[src/rtl/pipelined_addsub.sv]
// pipelined_addsub: valid/ready flow-controlled adder/subtractor.
// The WIDTH-bit operation is resolved CW = WIDTH/STAGES bits per stage, and
// the carry is registered between stages. One global stall holds every stage
// while the output beat is presented but not taken.
// Optional build macro: PIPELINED_ADDSUB_SATURATE_EN clamps overflowing
// results to the most positive or most negative value in the final stage.
module pipelined_addsub #(
    parameter int unsigned WIDTH  = 16,
    parameter int unsigned STAGES = 4
) (
    input  logic             clk,
    input  logic             reset,
    input  logic             in_valid,
    output logic             in_ready,
    input  logic [WIDTH-1:0] augend,
    input  logic [WIDTH-1:0] addend,
    input  logic             cin,
    input  logic             op,
    output logic             out_valid,
    input  logic             out_ready,
    output logic [WIDTH-1:0] sum,
    output logic             cout,
    output logic             ovf,
    output logic             zero
);

    localparam int unsigned CW   = WIDTH / STAGES;
    localparam int unsigned LAST = STAGES - 1;

    // Per-stage state: valid, carry out of the latest chunk, partial result,
    // and the operands (B already conditioned for subtract).
    logic [STAGES-1:0] v_q, v_d;
    logic [STAGES-1:0] c_q, c_d;
    logic [WIDTH-1:0]  a_q [STAGES];
    logic [WIDTH-1:0]  a_d [STAGES];
    logic [WIDTH-1:0]  b_q [STAGES];
    logic [WIDTH-1:0]  b_d [STAGES];
    logic [WIDTH-1:0]  r_q [STAGES];
    logic [WIDTH-1:0]  r_d [STAGES];
    logic              ovf_q, ovf_d;
    logic              zero_q, zero_d;

    logic              stall;
    logic [WIDTH-1:0]  src_a, src_b, src_r;
    logic              src_c, src_v, cmsb;
    logic [CW:0]       chunk;
    int unsigned       p;

    // Global stall: the presented result has not been taken.
    always_comb begin
        stall    = v_q[LAST] && !out_ready;
        in_ready = !stall;
    end

    // Next state of every stage: stage s adds chunk s of its source plus the
    // incoming carry; stage 0 sources the ports, others the previous stage.
    always_comb begin
        v_d    = '0;
        c_d    = '0;
        ovf_d  = 1'b0;
        zero_d = 1'b0;
        src_a  = '0;
        src_b  = '0;
        src_r  = '0;
        src_c  = 1'b0;
        src_v  = 1'b0;
        cmsb   = 1'b0;
        chunk  = '0;
        p      = 0;
        for (int unsigned s = 0; s < STAGES; s++) begin
            a_d[s] = '0;
            b_d[s] = '0;
            r_d[s] = '0;
        end
        for (int unsigned s = 0; s < STAGES; s++) begin
            p = (s == 0) ? 0 : s - 1;
            if (s == 0) begin
                src_a = augend;
                src_b = op ? ~addend : addend;
                src_c = op ? ~cin : cin;
                src_r = '0;
                src_v = in_valid;
            end else begin
                src_a = a_q[p];
                src_b = b_q[p];
                src_c = c_q[p];
                src_r = r_q[p];
                src_v = v_q[p];
            end
            chunk = {1'b0, src_a[s*CW +: CW]} + {1'b0, src_b[s*CW +: CW]}
                  + {{CW{1'b0}}, src_c};
            a_d[s] = src_a;
            b_d[s] = src_b;
            r_d[s] = src_r;
            r_d[s][s*CW +: CW] = chunk[CW-1:0];
            c_d[s] = chunk[CW];
            v_d[s] = src_v;
        end
        // After the loop src_a/src_b hold the final stage's operands; the
        // carry into the MSB is recovered from the MSB sum bit.
        cmsb  = r_d[LAST][WIDTH-1] ^ src_a[WIDTH-1] ^ src_b[WIDTH-1];
        ovf_d = cmsb ^ c_d[LAST];
`ifdef PIPELINED_ADDSUB_SATURATE_EN
        if (ovf_d) begin
            r_d[LAST] = src_a[WIDTH-1] ? {1'b1, {(WIDTH-1){1'b0}}}
                                       : {1'b0, {(WIDTH-1){1'b1}}};
        end
`endif
        zero_d = (r_d[LAST] == '0);
    end

    // Stage registers: cleared asynchronously, all advance together unless stalled.
    always_ff @(posedge clk or posedge reset) begin
        if (reset) begin
            v_q    <= '0;
            c_q    <= '0;
            ovf_q  <= 1'b0;
            zero_q <= 1'b0;
            for (int unsigned s = 0; s < STAGES; s++) begin
                a_q[s] <= '0;
                b_q[s] <= '0;
                r_q[s] <= '0;
            end
        end else if (!stall) begin
            v_q    <= v_d;
            c_q    <= c_d;
            ovf_q  <= ovf_d;
            zero_q <= zero_d;
            for (int unsigned s = 0; s < STAGES; s++) begin
                a_q[s] <= a_d[s];
                b_q[s] <= b_d[s];
                r_q[s] <= r_d[s];
            end
        end
    end

    // Outputs come straight from the final stage register.
    always_comb begin
        out_valid = v_q[LAST];
        sum       = r_q[LAST];
        cout      = c_q[LAST];
        ovf       = ovf_q;
        zero      = zero_q;
    end

endmodule

[config.mk]
export PLATFORM = sky130hd
export DESIGN_NAME = pipelined_addsub
export DESIGN_NICKNAME = d
export VERILOG_FILES = /design/src/rtl/pipelined_addsub.sv
export SDC_FILE = /design/constraint.sdc
export NUM_CORES = 1
export LEC_CHECK = 0
export ABC_AREA = 1
export ABC_CLOCK_PERIOD_IN_PS = 3640
export BUFFER_PORTS_ARGS = -buffer_cell sky130_fd_sc_hd__buf_2
export CAP_MARGIN = 20
export CORE_MARGIN = 3
export CORE_UTILIZATION = 55
export DETAILED_ROUTE_END_ITERATION = 16
export GPL_ROUTABILITY_DRIVEN = 0
export PLACE_DENSITY_LB_ADDON = 0.15
export SYNTH_ARGS = -nofsm -noshare
export SYNTH_HDL_FRONTEND = slang
export SYNTH_SLANG_ARGS = --single-unit
[constraint.sdc]
create_clock -name clk -period 3.64 [get_ports clk]
set_input_delay 0.728 -clock clk [delete_from_list [all_inputs] [get_ports clk]]
set_output_delay 0.728 -clock clk [all_outputs]
set_load 0.03 [all_outputs]
==> results.json <==
{
  "status": "finished clean",
  "finalCritPeriodShare": 0.619,
  "clock-sinks": 98,
  "rr_startpoint": "c_q[2]$_DFFE_PP0N_",
  "pin_count": 59,
  "ys.flop_type": "dfrtp_1",
  "grt-ovfl-total": 0,
  "max_slew_margin": 0.362,
  "rsz0062_at_grt": "false",
  "synth_cells": 478,
  "drc": 0,
  "tightest_slew_ns": 0.957,
  "end_kind": "flip-flop",
  "ys_ff_latch": 98,
  "die-area_sq_um": 9130,
  "path_class": "input pin to flip-flop",
  "peakVddDrop_mv": 0.385,
  "via_per_inst": 4.78,
  "rr_endpoint": "ovf$_DFFE_PP0N_",
  "fin_ws_ns": 1.39,
  "yosysTopAreaCellShare": 0.556,
  "cts_root_buffer": "clkbuf_8",
  "p_per_area_nw_per_um2": 841,
  "ctsLongestPathBuffers": 2,
  "syn_to_final_growth_pct": 10.9,
  "grt_max_degree": 113,
  "start_util": 0.568,
  "wl_um": 7470,
  "htree_num_levels": 3,
  "antenna_found_initial": 0,
  "synth_top_area_cell": "dfrtp_1",
  "track_usage": 0.186,
  "setup_violations": 0,
  "io_buffers": 58,
  "hold_depth": 2,
  "hp-start": "v_q[2]$_DFFE_PP0N_",
  "drt-wirelength-per-cell_um": 11.8,
  "syn_nets": 536,
  "drv_slew": 0,
  "yosys_warnings": 0,
  "ctsHoldBuffers": 0,
  "yosysSeqAreaShare": 0.556,
  "grt_pass1_wl_um": 13200,
  "required_ns": 3.88,
  "synth_edf_count": 0,
  "hold_path_class": "flip-flop to flip-flop",
  "synthMostInstantiatedCell": "nand2_1",
  "final_antenna_net_count": 0,
  "maxCapViolations": 0,
  "reg2reg_depth": 8,
  "vias": 3033,
  "hpwlAfterDp_um": 4970,
  "synthArstFlopShare": 1.00,
  "cts_tree": "built",
  "drt_pre_antenna_iters": 4,
  "final.setup_skew_ns": 0.00810,
  "cts-buffers-inserted": 9,
  "max_freq_mhz": 444,
  "syn_area_per_cell_sq_um": 9.23,
  "nNetsFinal": 586,
  "first_global_vias": 2927,
  "fin_crit_ns": 2.25,
  "pre_cts_slack_ns": 0.987,
  "ys_types": 23,
  "syn-cell-area_sq_um": 4410,
  "die_h_um": 95.6,
  "leakagePower_nw": 2.51,
  "fillCellCount": 682,
  "hold_ws_ns": 0.469,
  "clk_latency_ns": 0.36,
  "reg2reg_setup_slack_ns": 1.72,
  "setup_tns_ns": 0,
  "num_rows": 32,
  "cts.clk_slew.worst_paths_ns": 0.09,
  "cts_resized": 0,
  "core_area_sq_um": 7770,
  "synth_common_cells": "nand2_1, dfrtp_1, o21ai_0, inv_1, nor2_1",
  "min_delay_worst_endpoint": "v_q[3]$_DFFE_PP0N_",
  "drt_iter0_drc": 138,
  "critPathMaxFanout": 17,
  "post_cts_buffers": 0,
  "hold_viol": 0,
  "fin_total_pwr_mw": 4.11,
  "die_w_um": 95.6,
  "start_kind": "input pin",
  "synth_area_leaders": "dfrtp_1, nand2_1, o21ai_0",
  "arrival_ns": 2.50,
  "drive_gt1_frac": 0.152,
  "antenna_cells": 0
}
[state kept, by name, indices dropped and copies added, names as in the netlist]
signal and flops:
a_d 20, b_d 20, c_q 4, ovf 1, r_d 12, src_a 4, src_b 4, src_r 12
sum 16, v_q 4, zero 1
[cell usage in the layout, fill, tap and decap left out, types with 3 or more instances in the layout]
| master | instances |
|---|---|
| o21ai_1 | 9 |
| clkbuf_8 | 9 |
| xnor2_1 | 14 |
| nor2_1 | 17 |
| o22ai_1 | 3 |
| ha_1 | 12 |
| buf_2 | 58 |
| xor2_1 | 6 |
| fa_1 | 8 |
| nand3_1 | 14 |
| o21ai_0 | 51 |
| nand2_1 | 167 |
| inv_1 | 39 |
| nand4_1 | 3 |
| clkinvlp_4 | 4 |
| buf_4 | 4 |
| dfrtp_1 | 98 |
| a21oi_1 | 8 |
[cells by family after synthesis]
kind of cell / Yosys count / synth area share
AND/OR/NAND/NOR: 204 / 0.182
flip-flops: 98 / 0.556
AO/OA/AOI/OAI: 72 / 0.0828
buffers and inverters: 64 / 0.0689
adder cells (fa/ha/maj): 20 / 0.0704
XOR/XNOR: 20 / 0.0397
[metrics by stage]
stage / cells / util / cell area [sq um]
floorplan: 478 / - / 4410
finish: 635 / 0.630 / 4890
detailed placement: 619 / 0.606 / 4710
global route: 635 / 0.630 / 4890
global placement: 619 / 0.606 / 4710
CTS: 635 / 0.630 / 4890
[critical path, cell delays in order]
cell and delay, ns:
buf_2 0.39, xor2_1 0.17, fa_1 0.46, fa_1 0.40
nand2_1 0.08, inv_1 0.05, o21ai_0 0.14, a21oi_1 0.09
[report_power, final]
part           leakage, nW  switching [mW]  internal, mW
registers             1.19           0.251          1.57
clock network       0.0794           0.375         0.252
logic                 1.25            1.08         0.590
total                 2.51            1.70          2.41
[layout make-up]
class / count / area [sq um] / area share
multi-input cells: 316 / 1650 / 0.338
well taps: 102 / 128 / 0.0261
inverters: 41 / 156 / 0.0320
clock buffers: 9 / 124 / 0.0253
flip-flops and latches: 98 / 2450 / 0.502
repair buffers: 62 / 320 / 0.0655
clock inverters: 7 / 55.1 / 0.0113
[worst max-delay path by stage]
stage / from / end / slack, ns
6_report: op / c_q[0]$_DFFE_PP0N_ / 1.39
3_5_place_dp: op / c_q[0]$_DFFE_PP0N_ / 0.99
5_1_grt: op / c_q[0]$_DFFE_PP0N_ / 1.20
2_1_floorplan: reset / a_d[24]$_DFFE_PP0N_ / 0.35
4_1_cts: op / c_q[0]$_DFFE_PP0N_ / 1.38
3_3_place_gp: op / c_q[0]$_DFFE_PP0N_ / 1.08
[metal layers]
| metal | track usage | part of all wire |
|---|---|---|
| met1 | 0.259 | 0.50 |
| met2 | 0.288 | 0.44 |
| met3 | 0.0513 | 0.046 |
| met4 | 0.0498 | 0.011 |
| met5 | 0 | 0 |
No activity file was read; power rests on OpenSTA's default activity.
